`src/rtl/pong_game_ctrl_if.sv`:
```
`default_nettype none
// ---------------------------------------------------------------------------
// pong_game_ctrl_if : frame/collision inputs and ball/score outputs of the
//                     Pong game sequencer.            Rev 1.0
// ---------------------------------------------------------------------------
interface pong_game_ctrl_if;
  logic       i_frame_tick;
  logic       i_start;
  logic       i_collision;
  logic [9:0] o_ball_posx;
  logic [9:0] o_ball_posy;
  logic       o_ball_x_vel;
  logic       o_ball_y_vel;
  logic [3:0] o_p1_score;
  logic [3:0] o_cpu_score;
  logic [2:0] o_state;
  logic       o_point_p1;
  logic       o_point_cpu;
  logic       o_game_over;

  modport master (
    output i_frame_tick, i_start, i_collision,
    input  o_ball_posx, o_ball_posy, o_ball_x_vel, o_ball_y_vel,
           o_p1_score, o_cpu_score, o_state, o_point_p1, o_point_cpu, o_game_over
  );

  modport slave (
    input  i_frame_tick, i_start, i_collision,
    output o_ball_posx, o_ball_posy, o_ball_x_vel, o_ball_y_vel,
           o_p1_score, o_cpu_score, o_state, o_point_p1, o_point_cpu, o_game_over
  );
endinterface
`default_nettype wire

```
`src/rtl/pong_game_ctrl.sv`:
```
`default_nettype none
// ---------------------------------------------------------------------------
// pong_game_ctrl : serve/play/point/over sequencer owning ball motion & score.
//                                                      Rev 1.0
// ---------------------------------------------------------------------------
module pong_game_ctrl #(
  parameter int unsigned STEP_X      = 2,
  parameter int unsigned STEP_Y      = 2,
  parameter int unsigned X_MIN       = 0,
  parameter int unsigned X_MAX       = 630,
  parameter int unsigned Y_MIN       = 0,
  parameter int unsigned Y_MAX       = 470,
  parameter int unsigned SERVE_X     = 320,
  parameter int unsigned SERVE_Y     = 240,
  parameter int unsigned SERVE_DELAY = 60,
  parameter int unsigned WIN_SCORE   = 7
) (
  input  wire logic        clk,
  input  wire logic        rst,
  pong_game_ctrl_if.slave  bus
);

  localparam logic [2:0] ST_IDLE  = 3'd0;
  localparam logic [2:0] ST_SERVE = 3'd1;
  localparam logic [2:0] ST_PLAY  = 3'd2;
  localparam logic [2:0] ST_POINT = 3'd3;
  localparam logic [2:0] ST_OVER  = 3'd4;

  localparam logic [9:0] c_step_x     = 10'(STEP_X);
  localparam logic [9:0] c_step_y     = 10'(STEP_Y);
  localparam logic [9:0] c_x_lo       = 10'(X_MIN + STEP_X);
  localparam logic [9:0] c_x_hi       = 10'(X_MAX - STEP_X);
  localparam logic [9:0] c_y_lo_lim   = 10'(Y_MIN + STEP_Y);
  localparam logic [9:0] c_y_min      = 10'(Y_MIN);
  localparam logic [9:0] c_y_max      = 10'(Y_MAX);
  localparam logic [9:0] c_serve_x    = 10'(SERVE_X);
  localparam logic [9:0] c_serve_y    = 10'(SERVE_Y);
  localparam logic [7:0] c_serve_last = 8'(SERVE_DELAY - 1);
  localparam logic [3:0] c_win        = 4'(WIN_SCORE);

  logic [2:0] r_state;
  logic [9:0] r_posx;
  logic [9:0] r_posy;
  logic       r_xvel;
  logic       r_yvel;
  logic [3:0] r_p1;
  logic [3:0] r_cpu;
  logic       r_pt_p1;
  logic       r_pt_cpu;
  logic       r_hit;
  logic       r_scorer_cpu;
  logic [7:0] r_cnt;

  logic       w_hit;
  logic [9:0] w_posy_nxt;
  logic       w_yvel_nxt;
  logic [3:0] w_score_nxt;

  // A collision arriving in the same cycle as the tick still counts as a hit
  assign w_hit       = r_hit | bus.i_collision;
  assign w_score_nxt = (r_scorer_cpu ? r_cpu : r_p1) + 4'd1;

  always_comb begin
    w_posy_nxt = r_posy;
    w_yvel_nxt = r_yvel;
    if (r_yvel && (r_posy + c_step_y >= c_y_max)) begin
      w_posy_nxt = c_y_max;
      w_yvel_nxt = 1'b0;
    end else if (!r_yvel && (r_posy <= c_y_lo_lim)) begin
      w_posy_nxt = c_y_min;
      w_yvel_nxt = 1'b1;
    end else if (r_yvel) begin
      w_posy_nxt = r_posy + c_step_y;
    end else begin
      w_posy_nxt = r_posy - c_step_y;
    end
  end

  always_ff @(posedge clk or posedge rst) begin
    if (rst) begin
      r_state      <= ST_IDLE;
      r_posx       <= c_serve_x;
      r_posy       <= c_serve_y;
      r_xvel       <= 1'b0;
      r_yvel       <= 1'b1;
      r_p1         <= 4'd0;
      r_cpu        <= 4'd0;
      r_pt_p1      <= 1'b0;
      r_pt_cpu     <= 1'b0;
      r_hit        <= 1'b0;
      r_scorer_cpu <= 1'b0;
      r_cnt        <= 8'd0;
    end else begin
      r_pt_p1  <= 1'b0;
      r_pt_cpu <= 1'b0;
      case (r_state)
        ST_IDLE: begin
          if (bus.i_start) begin
            r_state <= ST_SERVE;
            r_cnt   <= 8'd0;
          end
        end
        ST_SERVE: begin
          if (bus.i_frame_tick) begin
            if (r_cnt == c_serve_last) r_state <= ST_PLAY;
            else                       r_cnt   <= r_cnt + 8'd1;
          end
        end
        ST_PLAY: begin
          if (bus.i_frame_tick) begin
            r_hit <= 1'b0;
            if (w_hit) begin
              r_xvel <= ~r_xvel;
              r_posx <= r_xvel ? (r_posx - c_step_x) : (r_posx + c_step_x);
              r_posy <= w_posy_nxt;
              r_yvel <= w_yvel_nxt;
            end else if (!r_xvel && (r_posx <= c_x_lo)) begin
              r_scorer_cpu <= 1'b1;
              r_state      <= ST_POINT;
            end else if (r_xvel && (r_posx >= c_x_hi)) begin
              r_scorer_cpu <= 1'b0;
              r_state      <= ST_POINT;
            end else begin
              r_posx <= r_xvel ? (r_posx + c_step_x) : (r_posx - c_step_x);
              r_posy <= w_posy_nxt;
              r_yvel <= w_yvel_nxt;
            end
          end else if (bus.i_collision) begin
            r_hit <= 1'b1;
          end
        end
        ST_POINT: begin
          // Next serve heads toward whoever lost the point
          if (r_scorer_cpu) begin
            r_cpu    <= w_score_nxt;
            r_pt_cpu <= 1'b1;
            r_xvel   <= 1'b0;
          end else begin
            r_p1    <= w_score_nxt;
            r_pt_p1 <= 1'b1;
            r_xvel  <= 1'b1;
          end
          r_yvel  <= ~r_yvel;
          r_posx  <= c_serve_x;
          r_posy  <= c_serve_y;
          r_cnt   <= 8'd0;
          r_state <= (w_score_nxt == c_win) ? ST_OVER : ST_SERVE;
        end
        ST_OVER: begin
          if (bus.i_start) begin
            r_p1    <= 4'd0;
            r_cpu   <= 4'd0;
            r_cnt   <= 8'd0;
            r_state <= ST_SERVE;
          end
        end
        default: r_state <= ST_IDLE;
      endcase
    end
  end

  assign bus.o_ball_posx  = r_posx;
  assign bus.o_ball_posy  = r_posy;
  assign bus.o_ball_x_vel = r_xvel;
  assign bus.o_ball_y_vel = r_yvel;
  assign bus.o_p1_score   = r_p1;
  assign bus.o_cpu_score  = r_cpu;
  assign bus.o_state      = r_state;
  assign bus.o_point_p1   = r_pt_p1;
  assign bus.o_point_cpu  = r_pt_cpu;
  assign bus.o_game_over  = (r_state == ST_OVER);

endmodule
`default_nettype wire
```
`src/flat_wrapper.sv`:
```
// flat-port wrapper written by rule: the top's interface ports become plain ports
module pong_game_ctrl_flat 
#(
  parameter int unsigned STEP_X      = 2,
  parameter int unsigned STEP_Y      = 2,
  parameter int unsigned X_MIN       = 0,
  parameter int unsigned X_MAX       = 630,
  parameter int unsigned Y_MIN       = 0,
  parameter int unsigned Y_MAX       = 470,
  parameter int unsigned SERVE_X     = 320,
  parameter int unsigned SERVE_Y     = 240,
  parameter int unsigned SERVE_DELAY = 60,
  parameter int unsigned WIN_SCORE   = 7
)
  (clk, rst, bus_i_frame_tick, bus_i_start, bus_i_collision, bus_o_ball_posx, bus_o_ball_posy, bus_o_ball_x_vel, bus_o_ball_y_vel, bus_o_p1_score, bus_o_cpu_score, bus_o_state, bus_o_point_p1, bus_o_point_cpu, bus_o_game_over);
  pong_game_ctrl_if bus_i ();
  input  wire logic clk;
  input  wire logic rst;
  input wire logic [$bits(bus_i.i_frame_tick)-1:0] bus_i_frame_tick;
  input wire logic [$bits(bus_i.i_start)-1:0] bus_i_start;
  input wire logic [$bits(bus_i.i_collision)-1:0] bus_i_collision;
  output wire logic [$bits(bus_i.o_ball_posx)-1:0] bus_o_ball_posx;
  output wire logic [$bits(bus_i.o_ball_posy)-1:0] bus_o_ball_posy;
  output wire logic [$bits(bus_i.o_ball_x_vel)-1:0] bus_o_ball_x_vel;
  output wire logic [$bits(bus_i.o_ball_y_vel)-1:0] bus_o_ball_y_vel;
  output wire logic [$bits(bus_i.o_p1_score)-1:0] bus_o_p1_score;
  output wire logic [$bits(bus_i.o_cpu_score)-1:0] bus_o_cpu_score;
  output wire logic [$bits(bus_i.o_state)-1:0] bus_o_state;
  output wire logic [$bits(bus_i.o_point_p1)-1:0] bus_o_point_p1;
  output wire logic [$bits(bus_i.o_point_cpu)-1:0] bus_o_point_cpu;
  output wire logic [$bits(bus_i.o_game_over)-1:0] bus_o_game_over;
  assign bus_i.i_frame_tick = bus_i_frame_tick;
  assign bus_i.i_start = bus_i_start;
  assign bus_i.i_collision = bus_i_collision;
  assign bus_o_ball_posx = bus_i.o_ball_posx;
  assign bus_o_ball_posy = bus_i.o_ball_posy;
  assign bus_o_ball_x_vel = bus_i.o_ball_x_vel;
  assign bus_o_ball_y_vel = bus_i.o_ball_y_vel;
  assign bus_o_p1_score = bus_i.o_p1_score;
  assign bus_o_cpu_score = bus_i.o_cpu_score;
  assign bus_o_state = bus_i.o_state;
  assign bus_o_point_p1 = bus_i.o_point_p1;
  assign bus_o_point_cpu = bus_i.o_point_cpu;
  assign bus_o_game_over = bus_i.o_game_over;
  pong_game_ctrl #(.STEP_X(STEP_X), .STEP_Y(STEP_Y), .X_MIN(X_MIN), .X_MAX(X_MAX), .Y_MIN(Y_MIN), .Y_MAX(Y_MAX), .SERVE_X(SERVE_X), .SERVE_Y(SERVE_Y), .SERVE_DELAY(SERVE_DELAY), .WIN_SCORE(WIN_SCORE)) u_core (.clk(clk), .rst(rst), .bus(bus_i));
endmodule
```
`config.mk`:
```
export PLATFORM = sky130hd
export DESIGN_NAME = pong_game_ctrl_flat
export DESIGN_NICKNAME = d
export VERILOG_FILES = /design/src/rtl/pong_game_ctrl_if.sv /design/src/rtl/pong_game_ctrl.sv /design/src/flat_wrapper.sv
export SDC_FILE = /design/constraint.sdc
export NUM_CORES = 1
export LEC_CHECK = 0
export CAP_MARGIN = 20
export CORE_MARGIN = 3
export CORE_UTILIZATION = 30
export DETAILED_ROUTE_END_ITERATION = 10
export DONT_BUFFER_PORTS = 1
export PLACE_DENSITY = 0.52
export SYNTH_ARGS = -nofsm -noshare
export SYNTH_HDL_FRONTEND = slang
export SYNTH_SLANG_ARGS = --single-unit
export TNS_END_PERCENT = 1
```
`constraint.sdc`:
```
create_clock -name clk -period 2.65 [get_ports clk]
set_clock_uncertainty 0.2 [all_clocks]
set_input_delay 0.1325 -clock clk [delete_from_list [all_inputs] [get_ports clk]]
set_output_delay 0.1325 -clock clk [all_outputs]
set_load 0.02 [all_outputs]
```
Word level (Yosys, flattened, before mapping)
Index checks and enable logic that the tools add are counted.
{ "classes": {"muxes": 52, "reduce_logical": 21, "n_eq_ne": 19, "n_bitwise": 4, "add_sub_neg": 6, "order_cmp": 4} }
{ "op_table": {"columns": ["op", "n"], "rows": [
  ["$mux 10", 13],
  ["$pmux 10 s2", 2],
  ["$mux 3", 8],
  ["$mux 8", 3],
  ["$pmux 8 s3", 1],
  ["$add 10x2->10 const B", 2],
  ["$le 10x2->1 const B", 2],
  ["$sub 10x2->10 const B", 2],
  ["$mux 1", 16],
  ["$mux 4", 4],
  ["$pmux 4 s2", 2],
  ["$ne 2x2->1 const B", 6],
  ["$pmux 3 s4", 1],
  ["$reduce_and 4->1", 3],
  ["$ge 10x10->1 const B", 1],
  ["$ge 10x9->1 const B", 1],
  ["$reduce_and 3->1", 3],
  ["$add 8x1->8 const B", 1],
  ["$eq 8x6->1 const B", 1],
  ["$ne 2x1->1 const B", 4],
  ["$reduce_bool 2->1", 4],
  ["$eq 3x2->1 const B", 2],
  ["$ne 3x2->1 const B", 2],
  ["$reduce_and 6->1", 1],
  ["other kinds (14)", 21]
]} }
{ "totals": {"reg_bits": 45, "input_bits": 5} }

Depth between registers and ports, before layout
Gate-level depths: netlist of run 1.
{ "depth": {"word_depth": 9, "mapped_depth": 9, "mapped_depth_nobuf": 8} }

Worst setup path before layout of run 1
OpenSTA, ideal clock, no wires.
{ "synth_timing": {"path_type": "flip-flop to flip-flop", "startpoint": "register u_core.r_posy[1], in the netlist u_core.bus.o_ball_posy[1]", "endpoint": "register u_core.r_posy[8], in the netlist u_core.bus.o_ball_posy[8]", "synth_period_minus_slack_ns": 2.597, "path_slack_ns": 0.053, "arrival_time_ns": 2.276, "path_stages_with_launch": 9, "n_path_buf": 1, "path_cell_list": "dfrtp_1 > clkbuf_1 > inv_1 > ha_1 > o211ai_1 > nand3_1 > a32oi_1 > a31oi_1 > o22a_1"} }
{ "synth_between": {"elab_chain_cells": 9, "elab_cells_between_ends": 14} }
{ "synth_rtl": {"columns": ["element", "line", "source"], "rows": [
  ["start, declared", "pong_game_ctrl.sv:43", "logic [9:0] r_posy;"],
  ["start signal, assigned", "pong_game_ctrl.sv:83", "r_posy <= c_serve_y;"],
  ["start signal, assigned", "pong_game_ctrl.sv:115", "r_posy <= w_posy_nxt;"],
  ["start signal, assigned", "pong_game_ctrl.sv:125", "r_posy <= w_posy_nxt;"],
  ["$add 10x2->10 (tied with other cells)", "pong_game_ctrl.sv:66, pong_game_ctrl.sv:73", null],
  ["$ge 10x9->1 (tied with other cells)", "pong_game_ctrl.sv:66", "if (r_yvel && (r_posy + c_step_y >= c_y_max)) begin"],
  ["$logic_and 1x1->1 / $mux 10 (equally long branches)", "pong_game_ctrl.sv:66, pong_game_ctrl.sv:69", null],
  ["$mux 10 (*)", "pong_game_ctrl.sv:66", null],
  ["$mux 10", "pong_game_ctrl.sv:120", "end else if (r_xvel && (r_posx >= c_x_hi)) begin"],
  ["$mux 10", "pong_game_ctrl.sv:117", "end else if (!r_xvel && (r_posx <= c_x_lo)) begin"],
  ["$mux 10 (*)", "pong_game_ctrl.sv:112", "if (w_hit) begin"],
  ["$mux 10 (*)", "pong_game_ctrl.sv:110", "if (bus.i_frame_tick) begin"],
  ["$pmux 10 s2 (*)", "pong_game_ctrl.sv:96", "case (r_state)"]
]} }
Every way passes the cells marked *; elsewhere a longest branch is shown, timed or not. The select of a mux whose other input is x is not followed.
A chain may end at the register's enable or synchronous reset.

Worst setup path after layout of run 1
{ "layout_timing": {"startpoint": "register u_core.r_posx[5], in the netlist u_core.bus.o_ball_posx[5]", "endpoint": "register u_core.r_posy[3], in the netlist u_core.bus.o_ball_posy[3]"} }
{ "layout_between": {"elab_chain_cells": 4, "elab_cells_between_ends": 7} }
{ "layout_rtl": {"columns": ["element", "line", "source"], "rows": [
  ["start, declared", "pong_game_ctrl.sv:42", "logic [9:0] r_posx;"],
  ["start signal, assigned", "pong_game_ctrl.sv:82", "r_posx <= c_serve_x;"],
  ["start signal, assigned", "pong_game_ctrl.sv:114", "r_posx <= r_xvel ? (r_posx - c_step_x) : (r_posx + c_step_x);"],
  ["start signal, assigned", "pong_game_ctrl.sv:124", "r_posx <= r_xvel ? (r_posx + c_step_x) : (r_posx - c_step_x);"],
  ["$le 10x2->1 / $ge 10x10->1 (equally long branches)", "pong_game_ctrl.sv:117, pong_game_ctrl.sv:120", null],
  ["$logic_and 1x1->1 (on tied branches)", "pong_game_ctrl.sv:117, pong_game_ctrl.sv:120", null],
  ["$ne 3x2->1 (no line)", null, null],
  ["$reduce_and 4->1 (no line) (*)", null, null],
  ["end signal, assigned", "pong_game_ctrl.sv:115", null],
  ["end signal, assigned", "pong_game_ctrl.sv:125", null],
  ["end signal, assigned", "pong_game_ctrl.sv:145", "r_posy <= c_serve_y;"]
]} }
Every way passes the cells marked *; elsewhere a longest branch is shown, timed or not.

==> flow_metrics.tcl, run 1 <==
set metrics [dict create \
    cp_slowest_cell "dfrtp_1" \
    portBuffers 0 \
    cts_max_level 2 \
    grt_pass1_vias 2648 \
    groute.usage.overall_pct 14.7 \
    timing.hold.ws_ps 41.3 \
    max_slew.worst_pin.slew_ps 931 \
    peakVddDrop_mv 0.227 \
    nets 391 \
    initialDrtViolationCount 114 \
    start_kind "flip-flop" \
    rows 35 \
    p_leak_uw 0.00143 \
    avgRoutedWirePerCell_um 15.8 \
    finalCritPeriodShare_pct 91.2 \
    timing.final.setup_violations 0 \
    synth_edf_count 0 \
    antenna_found_initial 0 \
    yosysSeqAreaShare_pct 36.4 \
    clkTransAtPathRegs_ps 100 \
    drc 0 \
    cts_setup_buffers 0 \
    die_h_um 106 \
    required_ps 2660 \
    num_vias 2744 \
    core_area_sq_um 9460 \
    layout_common_cells "o21ai_0, dfrtp_1, nor2_1" \
    routed_wl_mm 8.00 \
    design_area_sq_um 3420 \
    yosysWarnings 0 \
    final-hold-violation-count 0 \
    cts_buffer_depth 2 \
    min_period_ps 2420 \
    max_stage_delay_ps 400 \
    place_hpwl_mm 5.67 \
    arrival_ps 2420 \
    dpl_cell_area_sq_um 3260 \
    synth_xor_area_share_pct 1.77 \
    ys_ff_latch 43 \
    num_antenna_cells 0 \
    relSlewSlack_pct 37.8 \
    setup.worst_path.end_class "flip-flop" \
    maxSlewViolCount 0 \
    ys_types 62 \
    start_util_pct 31.5 \
    synthSimpleGateAreaFrac_pct 23.2 \
    synth_fa_ha_area_share_pct 3.78 \
    status "finished clean" \
    die_w_um 106 \
    grt_pass1_wl_mm 13.6 \
    synthesis.area_sq_um 2980 \
    dieArea_sq_um 11200 \
    cts-root-buf "clkbuf_8" \
    synth_cells 356 \
    synth_top_family_by_area "compound AO/OA/AOI/OAI gates" \
    setup_tns_ps 0 \
    ios 41 \
    power.density_nw_per_um2 438 \
    grt_start_max_net_pins 44 \
    path_cells "buf_4 -> o2111a_1 -> o311ai_1 -> and2_4 -> o221ai_4 -> buf_12 -> or3_1 -> o22ai_1" \
    cts_resized 0 \
    final_common_cell "o21ai_0" \
    ys_async_sr_fraction_pct 100 \
    syn_to_final_growth_pct 15.0 \
    fillers 987 \
    cts_made_buffers 5 \
    fin_util_pct 36.2 \
    gr-total-overflow 0 \
    cap_violations 0 \
    insertion_delay_ps 300 \
    fmax_mhz 414 \
    cts.sinks 43 \
    synth_compound_area_share_pct 25.5 \
    crit_type "reg -> reg" \
    drive_above_1_share_pct 15.1 \
    ys.flop_type "dfrtp_1" \
    hp-class "in -> reg" \
    cts_hold_buf 5 \
    first_pass_iters 4 \
    path_max_fanout 31 \
    synthMuxAreaShare_pct 3.24 \
    rsz0062_at_grt "no" \
    drtAntennaViolNets 0 \
    cts_tree "done" \
    synth.avg_cell_area_sq_um 8.36 \
    routabilityCongestion 0.876 \
    avgViaCountPerCell 5.41 \
]
## cells in the mapped netlist, drive strengths merged, types with 7 or more instances
| library cell | count | area share (%) |
|---|---|---|
| dfstp | 7 | 6.2 |
| and2 | 7 | 1.6 |
| buf | 11 | 2.5 |
| o21ai | 39 | 6.6 |
| nand2b | 7 | 1.5 |
| inv | 18 | 2.3 |
| nand3 | 14 | 2.4 |
| clkbuf | 9 | 1.1 |
| nor3 | 11 | 1.8 |
| ha | 9 | 3.8 |
| nor2b | 7 | 1.5 |
| nor4 | 7 | 1.5 |
| nor2 | 32 | 4.0 |
| a21oi | 17 | 2.9 |
| o31ai | 12 | 3.0 |
| dfrtp | 36 | 30 |
| a31oi | 10 | 2.1 |
| nand2 | 26 | 3.3 |
## worst paths after layout
path,end,slack (ps),cells past startpoint,from
worst max register to register,u_core.bus.o_ball_posy[3],230,8,u_core.bus.o_ball_posx[5]
worst max-delay path,u_core.bus.o_ball_posy[3],230,8,u_core.bus.o_ball_posx[5]
worst min-delay path,u_core.bus.o_state[0],40,4,bus_i_start
min in group asynchronous,u_core.bus.o_ball_posy[3],300,2,rst
worst min register to register,u_core.r_cnt[7],280,1,u_core.r_cnt[7]
max in group asynchronous,u_core.r_cnt[7],1370,2,rst
## per-stage QoR
| step | cells | total power, uW | setup WS, ps |
|---|---|---|---|
| global route | 507 | 1590 | 54.7 |
| CTS | 507 | 1520 | 218 |
| floorplan | 357 | 910 | 52.8 |
| finish | 507 | 1500 | 234 |
| global placement | 494 | 964 | 268 |
| detailed placement | 494 | 968 | 233 |
## flip-flops by register name, summed over array words and instances (netlist names)
register                 count
u_core.bus.o_ball_posx       9
u_core.bus.o_ball_posy       9
u_core.r_cnt                 8
u_core.bus.o_cpu_score       4
u_core.bus.o_p1_score        4
u_core.bus.o_state           3
u_core.bus.o_ball_x_vel      1
u_core.bus.o_ball_y_vel      1
u_core.bus.o_point_cpu       1
u_core.bus.o_point_p1        1
u_core.r_hit                 1
u_core.r_scorer_cpu          1
## logic make-up after synthesis
family / after synthesis
other: 1
AOI/OAI and AO/OA: 114
buffers and inverters: 39
DFF: 43
adders and majority gates: 9
muxes: 9
xor gates and xnor gates: 6
and+or+nand+nor: 135
## critical path: cells and delay by family (launching register included)
| family | cells | cell delay [ps] |
|---|---|---|
| AND/OR/NAND/NOR | 2 | 570 |
| flip-flops | 1 | 400 |
| buffers and inverters | 2 | 390 |
| AO/OA/AOI/OAI | 4 | 760 |
## power by group
group          switching (uW)  internal [uW]  total (uW)  leakage, uW
Combinational             162           89.9         252     0.000818
Clock                     252            286         538    0.0000587
Sequential               25.1            686         711     0.000554
Total                     439           1060        1500      0.00143
## final cells by class
class	instances	area, sq um	area share [%]
clock buffer	5	68.8	2.01
clock inverter	3	47.5	1.39
inverter	19	71.3	2.08
multi-input combinational	275	1720	50.1
sequential	43	1080	31.7
tap	129	161	4.71
timing repair buffer	33	273	7.97
## layer usage
metal / routed length [um] / track usage (%) / vias up
met5: 0 / 0 / -
met4: 85 / 3.89 / 0
met3: 473 / 3.98 / 6
met2: 3760 / 23.5 / 58
met1: 3680 / 19.7 / 1334
li1: - / - / 1346
Note: power is estimated with default switching activity, not from simulation.
==> run 2, diff against run 1 <==
CORE_MARGIN = unset   (was 3)
HOLD_SLACK_MARGIN = 0.05   (was unset)
==> run 2 against run 1 <==
  * Sequential cell count is the same
  * Worst setup slack improved by 22 ps
  * Combinational power grew 6%
  * Sequential power is essentially flat
  * Sequential share of layout area shrank 0.18 points
  * Via count down 1.1%
  * Final area rose by 0.58%
  * Final cell count is 0.39% higher
  * Largest cell class unchanged
==> flow_metrics.tcl, run 2 (synthesis gave the netlist of run 1 again) <==
set metrics [dict create \
    instances_no_fill 509 \
    insertion_delay_ps 290 \
    grt_pass1_wl_mm 13.0 \
    relSlewSlack_pct 61.4 \
    clkPwrFrac_pct 34.4 \
    cts_tree "done" \
    cts_buffer_depth 2 \
    groute.usage.overall_pct 16.0 \
    max_slew.worst_pin.slew_ps 579 \
    crit_type "reg -> reg" \
    place_hpwl_mm 5.43 \
    cts_made_buffers 5 \
    critPathBufInv 0 \
    syn_to_final_growth_pct 15.7 \
    hold_depth 4 \
    path_max_fanout 7 \
    cap_violations 0 \
    dpl_cell_area_sq_um 3260 \
    rr_endpoint "u_core.bus.o_ball_posy[9]" \
    rr_worst_depth 6 \
    max_stage_delay_ps 540 \
    portBuffers 0 \
    routabilityCongestion 0.800 \
    gr-total-overflow 0 \
    num_antenna_cells 0 \
    status "finished clean" \
    final-hold-violation-count 0 \
    routed_wl_mm 7.67 \
    clkTransAtPathRegs_ps 80 \
    p_switching_uw 416 \
    maxSlewViolCount 0 \
    avgRoutedWirePerCell_um 15.1 \
    drc 0 \
    num_vias 2715 \
    setup.worst_path.end_class "flip-flop" \
    grt_start_max_net_pins 44 \
    hp-class "in -> reg" \
    switching_share_pct 28.0 \
    hold_end "u_core.bus.o_ball_posx[2]" \
    drtAntennaViolNets 0 \
    nets 393 \
    timing.final.setup_violations 0 \
    core_area_sq_um 9420 \
    fillers 976 \
    setup_tns_ps 0 \
    finalCritPeriodShare_pct 90.3 \
    dieArea_sq_um 10300 \
    rows 35 \
    p_int_uw 1070 \
    antenna_found_initial 0 \
    required_ps 2620 \
    design_area_sq_um 3440 \
    drive_above_1_share_pct 14.7 \
    final-seq-area_sq_um 1080 \
    die_h_um 102 \
    place_inst 494 \
    min_period_ps 2390 \
    peakVddDrop_mv 0.210 \
    rsz0062_at_grt "no" \
    power.density_nw_per_um2 432 \
    final_common_cell "o21ai_0" \
    combinationalPowerShare_pct 17.9 \
    arrival_ps 2360 \
    fmax_mhz 418 \
    path_cells "or4_4 -> a211o_1 -> and2_4 -> o221ai_4 -> nand2b_1 -> o21ai_0" \
    die_w_um 102 \
    crit_family "simple AND/OR/NAND/NOR gates" \
    hp-start "bus_i_frame_tick" \
    ios 41 \
    first_pass_iters 4 \
    cp_slowest_cell "or4_4" \
    avgViaCountPerCell 5.33 \
    start_kind "flip-flop" \
    rr_startpoint "u_core.bus.o_ball_posx[6]" \
    start_util_pct 31.6 \
    cts-root-buf "clkbuf_8" \
    cts.sinks 43 \
    cts_max_level 2 \
    grt_pass1_vias 2620 \
    layout_common_cells "o21ai_0, dfrtp_1, nor2_1" \
    initialDrtViolationCount 95 \
    seq_power_share_pct 47.7 \
    p_leak_uw 0.00144 \
    multi_input_area_sq_um 1720 \
    rrSetupSlack_ps 260 \
]
==> run 2: cell count changes in the layout (fill, tap and decap cells not counted), sizes merged <==
cell         change
clkinv           -1
dlygate4sd3      +1
buf              +1
inv              -1
clkbuf           +2
==> run 2: worst max-delay path by stage <==
stage	end	startpoint	slack (ps)	depth (start not counted)
finish	u_core.bus.o_ball_posy[9]	u_core.bus.o_ball_posx[6]	260	6
global route	u_core.bus.o_ball_posy[8]	u_core.bus.o_ball_posy[1]	70	8
CTS	u_core.bus.o_ball_posy[9]	u_core.bus.o_ball_posx[5]	230	6
detailed placement	u_core.bus.o_ball_posy[9]	u_core.bus.o_ball_posx[5]	240	6
global placement	u_core.bus.o_ball_posy[9]	u_core.bus.o_ball_posx[5]	270	6
floorplan	u_core.bus.o_ball_posy[8]	u_core.bus.o_ball_posy[1]	50	8
==> run 2: routing by layer <==
| layer | vias to the layer above | global-route usage [%] | share of wire (%) |
|---|---|---|---|
| met4 | 0 | 5.46 | 0.82 |
| li1 | 1354 | - | - |
| met5 | - | 0 | 0 |
| met2 | 46 | 25.4 | 48 |
| met1 | 1311 | 21.9 | 48 |
| met3 | 4 | 2.83 | 3.9 |
==> run 2: metrics by stage <==
stage	utilization, %	power [uW]	worst slack (ps)	hold WS (ps)
after floorplan	-	910	52.8	41.6
after global placement	34.6	973	269	48.2
after detailed placement	34.6	980	240	48.0
after CTS	36.3	1500	230	72.2
after global routing	36.6	1570	71.6	103
final	36.6	1490	256	81.3
==> run 2: worst min-delay path, delay by kind of cell <==
family | cells | cell delay [ps]
compound gates | 2 | 150
simple gates | 1 | 70
buf+inv | 1 | 170
==> run 2: layout make-up <==
class	instances	area share (%)
clock inverter	1	0.872
multi-input combinational	275	49.9
tap	129	4.69
inverter	19	2.07
timing repair buffer	35	8.79
clock buffer	7	2.22
sequential	43	31.5
==> run 2: what timing repair did <==
action / 4_1_cts / 5_1_grt
hold endpoints to repair: 52 / 1
hold buffers: 5 / 1
buffers inserted: 0 / 0
gates resized for setup: 0 / 0
==> run 2: power groups by stage <==
| stage | sequential, uW | clock (uW) | combinational [uW] |
|---|---|---|---|
| 6_report | 708 | 511 | 267 |
| 5_1_grt | 715 | 555 | 301 |
| 4_1_cts | 709 | 529 | 266 |
| 3_5_place_dp | 722 | 0 | 258 |
| 3_3_place_gp | 721 | 0 | 252 |
| 2_1_floorplan | 725 | 0 | 186 |
